<file path="src/rtl/ahb_apb_pkg.sv">
// Shared encodings and state type for the AHB-to-APB bridge.
package ahb_apb_pkg;

    localparam logic [1:0] HTRANS_IDLE   = 2'b00;
    localparam logic [1:0] HTRANS_BUSY   = 2'b01;
    localparam logic [1:0] HTRANS_NONSEQ = 2'b10;
    localparam logic [1:0] HTRANS_SEQ    = 2'b11;

    localparam logic HRESP_OKAY  = 1'b0;
    localparam logic HRESP_ERROR = 1'b1;

    localparam int N_COMPLETERS = 4;

    typedef enum logic [2:0] {
        ST_IDLE,
        ST_SETUP,
        ST_ACCESS,
        ST_ERR1,
        ST_ERR2
    } br_state_e;

endpackage

</file>
<file path="src/rtl/ahb_apb_bridge_if.sv">
// AHB slave-side and APB requester-side signal bundle of the bridge.
interface ahb_apb_bridge_if
    import ahb_apb_pkg::*;
#(
    parameter int ADDR_W = 32,
    parameter int DATA_W = 32
);
    logic                    HSEL;
    logic                    HWRITE;
    logic [1:0]              HTRANS;
    logic [ADDR_W-1:0]       HADDR;
    logic [DATA_W-1:0]       HWDATA;
    logic                    HREADY;
    logic                    HREADYOUT;
    logic [DATA_W-1:0]       HRDATA;
    logic                    HRESP;
    logic [ADDR_W-1:0]       PADDR;
    logic                    PWRITE;
    logic [DATA_W-1:0]       PWDATA;
    logic [N_COMPLETERS-1:0] PSEL;
    logic                    PENABLE;
    logic [DATA_W-1:0]       PRDATA;
    logic                    PREADY;
    logic                    PSLVERR;

    modport slave (
        input  HSEL, HWRITE, HTRANS, HADDR, HWDATA, HREADY,
        input  PRDATA, PREADY, PSLVERR,
        output HREADYOUT, HRDATA, HRESP,
        output PADDR, PWRITE, PWDATA, PSEL, PENABLE
    );

    modport master (
        output HSEL, HWRITE, HTRANS, HADDR, HWDATA, HREADY,
        output PRDATA, PREADY, PSLVERR,
        input  HREADYOUT, HRDATA, HRESP,
        input  PADDR, PWRITE, PWDATA, PSEL, PENABLE
    );

endinterface

</file>
<file path="src/rtl/apb_psel_decode.sv">
// Peripheral-select field to one-hot APB PSEL.
module apb_psel_decode
    import ahb_apb_pkg::*;
(
    input  logic [1:0]              sel,
    output logic [N_COMPLETERS-1:0] psel
);

    always_comb begin
        psel      = '0;
        psel[sel] = 1'b1;
    end

endmodule

</file>
<file path="src/rtl/ahb_apb_bridge.sv">
// AHB single-transfer to APB SETUP/ACCESS bridge with wait-state insertion.
// Define AHB_APB_PSLVERR_EN to map PSLVERR onto a two-cycle AHB ERROR.
module ahb_apb_bridge
    import ahb_apb_pkg::*;
#(
    parameter int ADDR_W   = 32,
    parameter int DATA_W   = 32,
    parameter int PSEL_LSB = 12
)(
    input logic              HCLK,
    input logic              HRESET,
    ahb_apb_bridge_if.slave  bus
);

    br_state_e               state_q, state_d;
    logic [ADDR_W-1:0]       paddr_q, paddr_d;
    logic                    pwrite_q, pwrite_d;
    logic [N_COMPLETERS-1:0] psel_q, psel_d, psel_dec;
    logic [DATA_W-1:0]       hrdata_q, hrdata_d;
    logic                    accept, idle_like, load;
    logic                    unused_htrans0;

    apb_psel_decode u_psel_decode (
        .sel  (bus.HADDR[PSEL_LSB+1:PSEL_LSB]),
        .psel (psel_dec)
    );

    assign unused_htrans0 = bus.HTRANS[0];
    assign accept = bus.HSEL & bus.HTRANS[1] & bus.HREADY;

`ifdef AHB_APB_PSLVERR_EN
    // ERR2 is the second ERROR cycle and also an AHB address-phase slot
    assign idle_like = (state_q == ST_IDLE) || (state_q == ST_ERR2);
    assign bus.HRESP = (state_q == ST_ERR1 || state_q == ST_ERR2)
                     ? HRESP_ERROR : HRESP_OKAY;
`else
    logic unused_pslverr;
    assign unused_pslverr = bus.PSLVERR;
    assign idle_like = (state_q == ST_IDLE);
    assign bus.HRESP = HRESP_OKAY;
`endif

    assign load = accept & idle_like;

    always_comb begin
        state_d  = state_q;
        paddr_d  = paddr_q;
        pwrite_d = pwrite_q;
        psel_d   = psel_q;
        hrdata_d = hrdata_q;
        if (load) begin
            paddr_d  = bus.HADDR;
            pwrite_d = bus.HWRITE;
            psel_d   = psel_dec;
        end
        unique case (state_q)
            ST_IDLE:   state_d = load ? ST_SETUP : ST_IDLE;
            ST_SETUP:  state_d = ST_ACCESS;
            ST_ACCESS: begin
                if (bus.PREADY) begin
                    psel_d = '0;
`ifdef AHB_APB_PSLVERR_EN
                    if (bus.PSLVERR) state_d = ST_ERR1;
                    else
`endif
                    begin
                        state_d = ST_IDLE;
                        if (!pwrite_q) hrdata_d = bus.PRDATA;
                    end
                end
            end
`ifdef AHB_APB_PSLVERR_EN
            ST_ERR1:   state_d = ST_ERR2;
            ST_ERR2:   state_d = load ? ST_SETUP : ST_IDLE;
`endif
            default:   state_d = ST_IDLE;
        endcase
    end

    always_ff @(posedge HCLK) begin
        if (HRESET) begin
            state_q  <= ST_IDLE;
            paddr_q  <= '0;
            pwrite_q <= 1'b0;
            psel_q   <= '0;
            hrdata_q <= '0;
        end else begin
            state_q  <= state_d;
            paddr_q  <= paddr_d;
            pwrite_q <= pwrite_d;
            psel_q   <= psel_d;
            hrdata_q <= hrdata_d;
        end
    end

    assign bus.HREADYOUT = idle_like;
    assign bus.HRDATA    = hrdata_q;
    assign bus.PADDR     = paddr_q;
    assign bus.PWRITE    = pwrite_q;
    assign bus.PWDATA    = bus.HWDATA;
    assign bus.PSEL      = psel_q;
    assign bus.PENABLE   = (state_q == ST_ACCESS);

endmodule

</file>
<file path="src/flat_wrapper.sv">
// flat-port wrapper written by rule: the top's interface ports become plain ports
module ahb_apb_bridge_flat import ahb_apb_pkg::*;
#(
    parameter int ADDR_W   = 32,
    parameter int DATA_W   = 32,
    parameter int PSEL_LSB = 12
)
  (HCLK, HRESET, bus_HSEL, bus_HWRITE, bus_HTRANS, bus_HADDR, bus_HWDATA, bus_HREADY, bus_PRDATA, bus_PREADY, bus_PSLVERR, bus_HREADYOUT, bus_HRDATA, bus_HRESP, bus_PADDR, bus_PWRITE, bus_PWDATA, bus_PSEL, bus_PENABLE);
  ahb_apb_bridge_if #(.ADDR_W(ADDR_W), .DATA_W(DATA_W)) bus_i ();
  input logic HCLK;
  input logic HRESET;
  input wire logic [$bits(bus_i.HSEL)-1:0] bus_HSEL;
  input wire logic [$bits(bus_i.HWRITE)-1:0] bus_HWRITE;
  input wire logic [$bits(bus_i.HTRANS)-1:0] bus_HTRANS;
  input wire logic [$bits(bus_i.HADDR)-1:0] bus_HADDR;
  input wire logic [$bits(bus_i.HWDATA)-1:0] bus_HWDATA;
  input wire logic [$bits(bus_i.HREADY)-1:0] bus_HREADY;
  input wire logic [$bits(bus_i.PRDATA)-1:0] bus_PRDATA;
  input wire logic [$bits(bus_i.PREADY)-1:0] bus_PREADY;
  input wire logic [$bits(bus_i.PSLVERR)-1:0] bus_PSLVERR;
  output wire logic [$bits(bus_i.HREADYOUT)-1:0] bus_HREADYOUT;
  output wire logic [$bits(bus_i.HRDATA)-1:0] bus_HRDATA;
  output wire logic [$bits(bus_i.HRESP)-1:0] bus_HRESP;
  output wire logic [$bits(bus_i.PADDR)-1:0] bus_PADDR;
  output wire logic [$bits(bus_i.PWRITE)-1:0] bus_PWRITE;
  output wire logic [$bits(bus_i.PWDATA)-1:0] bus_PWDATA;
  output wire logic [$bits(bus_i.PSEL)-1:0] bus_PSEL;
  output wire logic [$bits(bus_i.PENABLE)-1:0] bus_PENABLE;
  assign bus_i.HSEL = bus_HSEL;
  assign bus_i.HWRITE = bus_HWRITE;
  assign bus_i.HTRANS = bus_HTRANS;
  assign bus_i.HADDR = bus_HADDR;
  assign bus_i.HWDATA = bus_HWDATA;
  assign bus_i.HREADY = bus_HREADY;
  assign bus_i.PRDATA = bus_PRDATA;
  assign bus_i.PREADY = bus_PREADY;
  assign bus_i.PSLVERR = bus_PSLVERR;
  assign bus_HREADYOUT = bus_i.HREADYOUT;
  assign bus_HRDATA = bus_i.HRDATA;
  assign bus_HRESP = bus_i.HRESP;
  assign bus_PADDR = bus_i.PADDR;
  assign bus_PWRITE = bus_i.PWRITE;
  assign bus_PWDATA = bus_i.PWDATA;
  assign bus_PSEL = bus_i.PSEL;
  assign bus_PENABLE = bus_i.PENABLE;
  ahb_apb_bridge #(.ADDR_W(ADDR_W), .DATA_W(DATA_W), .PSEL_LSB(PSEL_LSB)) u_core (.HCLK(HCLK), .HRESET(HRESET), .bus(bus_i));
endmodule
</file>
<file path="config.mk">
export PLATFORM = sky130hd
export DESIGN_NAME = ahb_apb_bridge_flat
export DESIGN_NICKNAME = d
export VERILOG_FILES = /design/src/rtl/ahb_apb_pkg.sv /design/src/rtl/ahb_apb_bridge_if.sv /design/src/rtl/apb_psel_decode.sv /design/src/rtl/ahb_apb_bridge.sv /design/src/flat_wrapper.sv
export SDC_FILE = /design/constraint.sdc
export NUM_CORES = 1
export LEC_CHECK = 0
export BUFFER_PORTS_ARGS = -buffer_cell sky130_fd_sc_hd__buf_2
export CAP_MARGIN = 10
export CORE_AREA = 8 8 100 102
export CTS_CLUSTER_DIAMETER = 150
export DETAILED_ROUTE_END_ITERATION = 16
export DIE_AREA = 0 0 108 110
export HOLD_SLACK_MARGIN = 0.06
export PLACE_DENSITY = 0.76
export SKIP_LAST_GASP = 1
export SLEW_MARGIN = 30
export SYNTH_ARGS = -nofsm -noshare
export SYNTH_HDL_FRONTEND = slang
export SYNTH_SLANG_ARGS = --single-unit
</file>
<file path="constraint.sdc">
create_clock -name HCLK -period 1.7 [get_ports HCLK]
set_input_delay 0.34 -clock HCLK [delete_from_list [all_inputs] [get_ports HCLK]]
set_output_delay 0.34 -clock HCLK [all_outputs]
set_load 0.03 [all_outputs]
</file>
Word level (Yosys, flattened, before mapping). Index checks and enable logic that the tools add are counted.

$lt $le $gt $ge: 2. Eq/ne operators: 3. Mux-type cells: 8. Bitwise gates (word level): 4. Reduce and logical (&&, ||, !) cells: 3.

Operators by type and width (count): 4-bit 2-to-1 mux (3); 3-bit case mux with 3 select lines (1); 1-bit bitwise AND (3); 3-bit by 1-bit equality test with 1-bit output (second input constant) (1); 3-bit by 2-bit equality test with 1-bit output (second input constant) (1); 3-bit logical NOT (1); 2-bit by 3-bit < comparator with 1-bit output (second input constant) (1); 3-bit 2-to-1 mux (1); 3-bit AND reduction (1); 1-bit demux with 2-bit select (1); 2-bit by 1-bit greater-or-equal comparator with 1-bit output (second input constant) (1); 1-bit 2-to-1 mux (2); 2-bit != test (second input constant) (1); 1-bit logical AND (1); 1-bit NOT (1).

Register bits: 72. Input port bits: 105. Output and inout port bits: 104. Word-level logic and storage cells: 25.

Depth between registers and ports, before layout. Gate-level depths: netlist of the first run.

Depth in word-level cells: 7. Gate-level depth with buffers: 6. Gate-level depth less buffers: 3.

Hierarchy. From an unflattened synthesis of the first run, not the netlist that was laid out.

Cell total of the unflattened synthesis: 360. Area total of the unflattened synthesis: 2927.8 um2.

By module, submodules not included: ahb_apb_bridge (times used 1, cells each 356, area an instance 2901.5 um2, sequential area each 1421.4 um2); apb_psel_decode (times used 1, cells each 4, area an instance 26.3 um2, sequential area each 0.0 um2).

Worst setup path after synthesis of the first run. No wires, ideal clock.

Kind: reg-to-reg. From: register u_core.state_q[1]. To: register u_core.psel_q[0] (netlist: u_core.bus.PSEL[0]). Library setup time: 122 ps. Arrival: 1187 ps. Data required time: 1578 ps. Path slack: 392 ps. Stages on the path, launching flop included: 4. Path buffers: 0. Period minus slack after synthesis: 1308 ps. Cells stage by stage: dfxtp_1 > nor2b_1 > a21o_1 > a21oi_1.

Elaborated cells between the ends (all ways): 6. Those cells by class: eq/ne: 1; mux: 3; bitwise: 1; reduce/logical: 1.

RTL lines: start, declared (line ahb_apb_bridge.sv:15) `br_state_e state_q, state_d;`; start signal, assigned (line ahb_apb_bridge.sv:88) `state_q <= state_d;`; 3-bit by 2-bit equality test with 1-bit output; named net bus_PENABLE (line flat_wrapper.sv:28) `output wire logic [$bits(bus_i.PENABLE)-1:0] bus_PENABLE;`; 4-bit 2-to-1 mux (line ahb_apb_bridge.sv:56) `unique case (state_q)`; end signal, assigned (line ahb_apb_bridge.sv:91) `psel_q <= psel_d;`; end, declared (line ahb_apb_bridge.sv:18) `logic [N_COMPLETERS-1:0] psel_q, psel_d, psel_dec;`.

The timed path passes the listed nets, and every way through them passes these cells. A chain may end at the register's enable or synchronous reset.

Worst setup path in the final report of the first run.
From: register u_core.state_q[1]. To: output bus_PENABLE.

Cells in the longest elaborated chain, start to end: 1.

RTL lines: 3-bit by 2-bit equality test with 1-bit output (line ahb_apb_bridge.sv:102) `assign bus.PENABLE = (state_q == ST_ACCESS);`; end, declared (line flat_wrapper.sv:28).

No other way between the ends.

==> results of run 1 <==
-- worst max-delay path by stage --
stage / startpoint / end / depth (start not counted)
3_3_place_gp: u_core.state_q[0]$_SDFFE_PP0P_ / u_core.bus.PWRITE$_SDFFE_PP0N_ / 4
5_1_grt: u_core.state_q[1]$_SDFFE_PP0P_ / bus_PENABLE / 2
2_1_floorplan: u_core.state_q[1]$_SDFFE_PP0P_ / u_core.bus.PSEL[0]$_SDFF_PP0_ / 3
3_5_place_dp: u_core.state_q[0]$_SDFFE_PP0P_ / u_core.bus.PADDR[4]$_SDFFE_PP0N_ / 4
6_report: u_core.state_q[1]$_SDFFE_PP0P_ / bus_PENABLE / 2
4_1_cts: u_core.state_q[1]$_SDFFE_PP0P_ / bus_PENABLE / 2
-- cells in the mapped netlist --
cell type | n | area, um2
nor2b_1 | 1 | 6.260
nor4bb_1 | 1 | 10.01
nand4bb_1 | 2 | 22.52
buf_2 | 8 | 40.04
buf_1 | 3 | 11.26
dfxtp_1 | 71 | 1421
clkbuf_1 | 13 | 48.80
nor3_1 | 1 | 5.000
conb_1 | 1 | 3.750
or4_1 | 1 | 7.510
inv_2 | 1 | 3.750
nand3_1 | 33 | 165.2
mux2i_1 | 1 | 10.01
a21oi_1 | 69 | 345.3
and4bb_2 | 1 | 12.51
o21ai_1 | 11 | 55.05
buf_4 | 37 | 277.8
buf_6 | 2 | 22.52
a21o_1 | 1 | 7.510
nand4_1 | 1 | 6.260
nand4b_1 | 2 | 17.52
nor2_1 | 3 | 11.26
clkbuf_2 | 2 | 10.01
o21ai_0 | 26 | 130.1
nand2_1 | 64 | 240.2
-- cells in the final DEF, fill, tap and decap left out, types with 2 or more instances in the layout --
| cell type | n |
|---|---|
| a21oi_1 | 69 |
| buf_12 | 4 |
| buf_2 | 141 |
| buf_4 | 4 |
| clkbuf_8 | 9 |
| clkinv_2 | 3 |
| clkinvlp_4 | 2 |
| dfxtp_1 | 71 |
| nand2_1 | 64 |
| nand3_1 | 33 |
| nand4b_1 | 2 |
| nand4bb_1 | 2 |
| nor2_1 | 3 |
| o21ai_0 | 26 |
| o21ai_1 | 11 |
-- per-stage QoR --
stage / power (mW) / std cells / setup WS (ns)
finish: 3.260 / 564 / 0.1222
global route: 3.425 / 564 / 0.04740
CTS: 3.328 / 564 / 0.09289
detailed placement: 2.124 / 548 / 0.3084
global placement: 2.116 / 548 / 0.3681
floorplan: 2.104 / 356 / 0.3918
-- routing by layer --
| layer | wire length [um] | track usage [%] | vias up | share of wire [%] |
|---|---|---|---|---|
| li1 | - | - | 1354 | - |
| met1 | 3301 | 14.12 | 1233 | 40 |
| met2 | 3801 | 20.79 | 115 | 46 |
| met3 | 1043 | 7.209 | 10 | 13 |
| met4 | 75 | 5.055 | 2 | 0.91 |
| met5 | 13 | 0 | - | 0.16 |
-- report_power, final --
group / switching, mW / internal [mW] / total, mW
sequential: 0.0178 / 1.70 / 1.72
combinational: 0.231 / 0.135 / 0.366
clock: 0.651 / 0.528 / 1.18
-- final cells by class --
| class | instances | area (um2) |
|---|---|---|
| Tap cell | 108 | 135.1 |
| Timing Repair Buffer | 149 | 815.8 |
| Clock inverter | 7 | 47.55 |
| Clock buffer | 9 | 123.9 |
| Inverter | 1 | 3.754 |
| Multi-Input combinational cell | 219 | 1071 |
| Fill cell | 864 | 4847 |
| Sequential cell | 71 | 1421 |
-- registers in the layout, summed over array words and instances, names as in the netlist --
signal             flops
u_core.bus.HRDATA     32
u_core.bus.PADDR      32
u_core.bus.PSEL        4
u_core.bus.PWRITE      1
u_core.state_q         2
-- logic make-up (layout without fill, tap and decap cells) --
kind of cell / after synthesis / in the layout / synth area share [%]
AO/OA/AOI/OAI: 107 / 107 / 18.61
buffers and inverters: 66 / 166 / 14.32
flip-flops: 71 / 71 / 49.16
multiplexers: 1 / 1 / 0.3462
other: 1 / 1 / 0.1297
AND/OR/NAND/NOR: 110 / 110 / 17.44
-- worst min-delay path, cell delays in order --
cell and delay (ns):
buf_2 0.09, nand2_1 0.04, a21oi_1 0.05
==> metrics.txt, run 1 <==
# TYPE chip_impl_metric gauge
chip_impl_info{name="outcome",value="finished, final reports clean"} 1
chip_impl_metric{name="area_growth",unit="%"} 25.14
chip_impl_metric{name="setup-tns-final",unit="ns"} 0
chip_impl_metric{name="synth.yosys.warnings",unit=""} 0
chip_impl_info{name="holdPathEnd",value="u_core.bus.HRDATA[10]$_SDFFE_PP0P_"} 1
chip_impl_metric{name="leakagePower",unit="nW"} 1.569
chip_impl_info{name="rsz0062_at_grt",value="false"} 1
chip_impl_metric{name="portion_of_the_post_synthesis_area_used_by_sequential_elements",unit="%"} 49.16
chip_impl_metric{name="start_util",unit="%"} 34.16
chip_impl_info{name="clock_root_buffer",value="clkbuf_8"} 1
chip_impl_metric{name="worst-r2r-setup-slack",unit="ns"} 0.34
chip_impl_metric{name="grtUsageTotal",unit="%"} 13.00
chip_impl_metric{name="htree_num_levels",unit=""} 3
chip_impl_metric{name="antenna_violations_before_repair",unit=""} 1
chip_impl_metric{name="rows",unit=""} 34
chip_impl_metric{name="cts-root-to-sink-buffers",unit=""} 2
chip_impl_metric{name="mappedNetlistNets",unit=""} 461
chip_impl_metric{name="crit_path_max_fanout",unit=""} 7
chip_impl_metric{name="placedInstanceArea",unit="um2"} 3447
chip_impl_metric{name="cp_data_arrival_time",unit="ns"} 1.24
chip_impl_metric{name="clkSinkCount",unit=""} 71
chip_impl_metric{name="average_routed_wire_per_standard_cell",unit="um"} 14.60
chip_impl_metric{name="antennaDiodeCount",unit=""} 0
chip_impl_metric{name="first_pass_iters",unit=""} 4
chip_impl_metric{name="gr-total-overflow",unit=""} 0
chip_impl_metric{name="dieHeight",unit="um"} 110
chip_impl_info{name="cp_slowest_cell",value="dfxtp_1"} 1
chip_impl_metric{name="achievable-frequency",unit="MHz"} 633.8
chip_impl_metric{name="pin_count",unit=""} 209
chip_impl_metric{name="hpwl",unit="mm"} 5.904
chip_impl_metric{name="post_cts_resize_count",unit=""} 0
chip_impl_metric{name="first_global_vias",unit=""} 2547
chip_impl_metric{name="cts_setup_buffers",unit=""} 0
chip_impl_metric{name="post_synth.cell_area_avg",unit="um2"} 8.122
chip_impl_metric{name="peakVddDrop",unit="uV"} 371.3
chip_impl_metric{name="drt-vias-per-instance",unit=""} 4.812
chip_impl_info{name="min-delay-path-class",value="in2reg"} 1
chip_impl_info{name="r2r-end",value="u_core.bus.PADDR[4]$_SDFFE_PP0N_"} 1
chip_impl_metric{name="syn-cell-area",unit="um2"} 2892
chip_impl_metric{name="final-setup-viol-count",unit=""} 0
chip_impl_metric{name="slew_violations",unit=""} 0
chip_impl_metric{name="layout_worst_path_cycle_share",unit="%"} 92.81
chip_impl_info{name="worstSetupPathType",value="reg2out"} 1
chip_impl_metric{name="synth.ff_latch_count",unit=""} 71
chip_impl_info{name="worst_path_cell_trace",value="nor2b_1 -> buf_2"} 1
chip_impl_metric{name="gp_congestion",unit=""} 0.7072
chip_impl_metric{name="postSynthCellCount",unit=""} 356
chip_impl_info{name="start_kind",value="flip-flop"} 1
chip_impl_metric{name="postLayoutCoreUtil",unit="%"} 42.74
chip_impl_metric{name="detailroute.via_count",unit=""} 2714
chip_impl_metric{name="power.density_cell_area",unit="nW/um2"} 901.0
chip_impl_metric{name="hold-path-cell-count",unit=""} 3
chip_impl_metric{name="clock_insertion_delay_worst_skew",unit="ns"} 0.34
chip_impl_metric{name="grt_start_max_net_pins",unit=""} 39
chip_impl_metric{name="wp_data_required",unit="ns"} 1.36
chip_impl_info{name="worst_r2r_startpoint",value="u_core.state_q[0]$_SDFFE_PP0P_"} 1
chip_impl_metric{name="post_route_cells_drive_above_1_share",unit="%"} 36.84
chip_impl_metric{name="cts.reportedPaths.clkPinSlew",unit="ns"} 0.08
chip_impl_metric{name="initialDrtViolationCount",unit=""} 105
chip_impl_metric{name="die_width",unit="um"} 108
chip_impl_metric{name="finalHoldViolations",unit=""} 0
chip_impl_metric{name="worst-path-buf-inv",unit=""} 1
chip_impl_metric{name="design.core.area",unit="um2"} 8466
chip_impl_metric{name="crit_path_max_incr_delay",unit="ns"} 0.44
chip_impl_metric{name="wirelength",unit="mm"} 8.235
chip_impl_metric{name="grt_pass1_wl",unit="mm"} 12.31
chip_impl_info{name="worst_hold_startpoint",value="bus_PRDATA[10]"} 1
chip_impl_metric{name="cts-buffers-inserted",unit=""} 9
chip_impl_metric{name="die_area",unit="um2"} 11880
chip_impl_metric{name="fin_worst_hold_slack",unit="ns"} 0.2260
chip_impl_info{name="crit_path_end_kind",value="output pin"} 1
chip_impl_info{name="critical_path.top_delay_family",value="flip-flops"} 1
chip_impl_metric{name="cap_viol_max_count",unit=""} 0
chip_impl_metric{name="r2r_cells",unit=""} 4
chip_impl_metric{name="layout.nets",unit=""} 556
chip_impl_metric{name="finalClockSkew",unit="ns"} 0.01452
chip_impl_metric{name="hold_buffers",unit=""} 0
chip_impl_metric{name="synthDistinctLibCells",unit=""} 25
chip_impl_metric{name="postRouteAntennaNets",unit=""} 0
chip_impl_info{name="tritoncts",value="yes"} 1
chip_impl_metric{name="port-buffer-count",unit=""} 141
chip_impl_metric{name="post-route-cell-area",unit="um2"} 3618
chip_impl_metric{name="finalWorstPathRequiredPeriod",unit="ns"} 1.578
chip_impl_metric{name="drcViolationCount",unit=""} 0
Note: power is estimated with default switching activity, not from simulation.
==> inputs of run 2 (changes only) <==
CORE_AREA = 2 2 102 104   (was 8 8 100 102)
DIE_AREA = 0 0 104 106   (was 0 0 108 110)
PLACE_DENSITY = 0.67   (was 0.76)
REMOVE_ABC_BUFFERS = 1   (was not set)
==> metrics.txt, run 2 (same netlist as run 1, synthesis figures left out) <==
# TYPE chip_impl_metric gauge
chip_impl_metric{name="dieHeight",unit="um"} 106
chip_impl_metric{name="drt-vias-per-instance",unit=""} 4.728
chip_impl_metric{name="finalWorstSetupSlack",unit="ns"} 0.1363
chip_impl_metric{name="post_route_cells_drive_above_1_share",unit="%"} 36.32
chip_impl_metric{name="grt_util_met1",unit="%"} 20.52
chip_impl_metric{name="cts-root-to-sink-buffers",unit=""} 2
chip_impl_metric{name="antenna_violations_before_repair",unit=""} 0
chip_impl_metric{name="cp_data_arrival_time",unit="ns"} 1.22
chip_impl_metric{name="layout.nets",unit=""} 557
chip_impl_metric{name="leakagePower",unit="nW"} 1.572
chip_impl_info{name="worstSetupPathType",value="reg2out"} 1
chip_impl_info{name="outcome",value="finished, final reports clean"} 1
chip_impl_metric{name="cts_setup_buffers",unit=""} 0
chip_impl_metric{name="hpwl",unit="mm"} 6.258
chip_impl_metric{name="first_pass_iters",unit=""} 4
chip_impl_metric{name="layout_worst_path_cycle_share",unit="%"} 91.98
chip_impl_metric{name="total_power",unit="mW"} 3.401
chip_impl_metric{name="area_growth",unit="%"} 26.44
chip_impl_metric{name="crit_path_max_incr_delay",unit="ns"} 0.45
chip_impl_info{name="mostFrequentLayoutCell",value="buf_2"} 1
chip_impl_metric{name="gr-usage-met3",unit="%"} 10.12
chip_impl_metric{name="clkSinkCount",unit=""} 71
chip_impl_metric{name="achievable-frequency",unit="MHz"} 639.5
chip_impl_metric{name="grt_pass1_wl",unit="mm"} 13.55
chip_impl_metric{name="die_area",unit="um2"} 11020
chip_impl_metric{name="cap_viol_max_count",unit=""} 0
chip_impl_info{name="tritoncts",value="yes"} 1
chip_impl_metric{name="finalHoldViolations",unit=""} 0
chip_impl_metric{name="cts-buffers-inserted",unit=""} 9
chip_impl_metric{name="pin_count",unit=""} 209
chip_impl_info{name="clock_root_buffer",value="clkbuf_8"} 1
chip_impl_info{name="start_kind",value="flip-flop"} 1
chip_impl_info{name="crit_path_end_kind",value="output pin"} 1
chip_impl_metric{name="port-buffer-count",unit=""} 141
chip_impl_metric{name="gp_congestion",unit=""} 0.7010
chip_impl_metric{name="grt_start_max_net_pins",unit=""} 37
chip_impl_metric{name="finalWorstPathRequiredPeriod",unit="ns"} 1.564
chip_impl_metric{name="hold-path-cell-count",unit=""} 3
chip_impl_metric{name="wp_data_required",unit="ns"} 1.36
chip_impl_metric{name="rows",unit=""} 37
chip_impl_metric{name="detailroute.via_count",unit=""} 2804
chip_impl_metric{name="gr-total-overflow",unit=""} 0
chip_impl_metric{name="drcViolationCount",unit=""} 0
chip_impl_metric{name="average_routed_wire_per_standard_cell",unit="um"} 14.87
chip_impl_info{name="layout_common_cells",value="buf_2 (141), dfxtp_1 (71), a21oi_1 (69)"} 1
chip_impl_metric{name="groute.layer.met2.usage",unit="%"} 20.58
chip_impl_metric{name="final-setup-viol-count",unit=""} 0
chip_impl_metric{name="postRouteAntennaNets",unit=""} 0
chip_impl_metric{name="grtUsageTotal",unit="%"} 15.71
chip_impl_metric{name="start_util",unit="%"} 28.92
chip_impl_metric{name="clock_insertion_delay_worst_skew",unit="ns"} 0.33
chip_impl_metric{name="first_global_vias",unit=""} 2582
chip_impl_info{name="min-delay-path-class",value="in2reg"} 1
chip_impl_metric{name="power.density_cell_area",unit="nW/um2"} 930.4
chip_impl_metric{name="wirelength",unit="mm"} 8.815
chip_impl_info{name="grt.busiest_layer",value="met2"} 1
chip_impl_metric{name="finalClockSkew",unit="ns"} 0.008361
chip_impl_metric{name="r2r_cells",unit=""} 4
chip_impl_metric{name="placement.setup.worst_slack",unit="ns"} 0.3281
chip_impl_metric{name="hold_buffers",unit=""} 0
chip_impl_metric{name="crit_path_max_fanout",unit=""} 7
chip_impl_metric{name="design.core.area",unit="um2"} 10000
chip_impl_metric{name="antennaDiodeCount",unit=""} 0
chip_impl_metric{name="peakVddDrop",unit="uV"} 426.1
chip_impl_metric{name="initialDrtViolationCount",unit=""} 131
chip_impl_metric{name="die_width",unit="um"} 104
chip_impl_info{name="worst_path_cell_trace",value="nor2b_1 -> buf_2"} 1
chip_impl_metric{name="post_cts_resize_count",unit=""} 0
chip_impl_metric{name="slew_violations",unit=""} 0
chip_impl_metric{name="htree_num_levels",unit=""} 3
chip_impl_info{name="cp_slowest_cell",value="dfxtp_1"} 1
chip_impl_metric{name="cts.reportedPaths.clkPinSlew",unit="ns"} 0.07
chip_impl_info{name="rsz0062_at_grt",value="false"} 1
[run 2: power by group]
| group | switching, mW | internal, mW | leakage (nW) |
|---|---|---|---|
| logic | 0.231 | 0.131 | 0.904 |
| clock network | 0.605 | 0.718 | 0.0936 |
| registers | 0.0185 | 1.70 | 0.575 |
[run 2: worst max-delay path, delay by kind of cell (launching register included)]
kind          cells  cell delay [ns]
simple gates      1             0.22
flops             1             0.45
buf+inv           1             0.22
[run 2: routing by layer]
layer	routed length, um	part of all wire, %	up-vias
li1	-	-	1358
met1	3958	45	1284
met2	3545	40	155
met3	1237	14	7
met4	73	0.83	0
met5	0	0	-
[run 2: final cells by class]
class / count / area [um2]
well taps: 136 / 170.2
repair buffers: 150 / 798.3
clock buffers: 13 / 148.9
inverters: 1 / 3.754
flip-flops and latches: 71 / 1421
fillers: 1050 / 6344
multi-input cells: 219 / 1071
clock inverters: 3 / 42.54
[run 2: per-stage QoR]
step	instance area [um2]	util [%]	hold WS, ns	setup TNS, ns	cells
after global placement	3465	34.65	0.4384	0	577
final	3656	36.56	0.2366	0	593
after CTS	3656	36.56	0.2080	0	593
after detailed placement	3465	34.65	0.4449	0	577
after floorplan	2481	-	0.4091	-46.13	291
after global routing	3656	36.56	0.2151	0	593
[run 2: worst paths after layout]
check | from | end | slack, ns
max reg2reg | u_core.state_q[0]$_SDFFE_PP0P_ | u_core.bus.PADDR[21]$_SDFFE_PP0N_ | 0.30
max | u_core.state_q[1]$_SDFFE_PP0P_ | bus_PENABLE | 0.14
min | bus_PRDATA[12] | u_core.bus.HRDATA[12]$_SDFFE_PP0P_ | 0.24
min reg2reg | u_core.bus.HRDATA[9]$_SDFFE_PP0P_ | u_core.bus.HRDATA[9]$_SDFFE_PP0P_ | 0.45
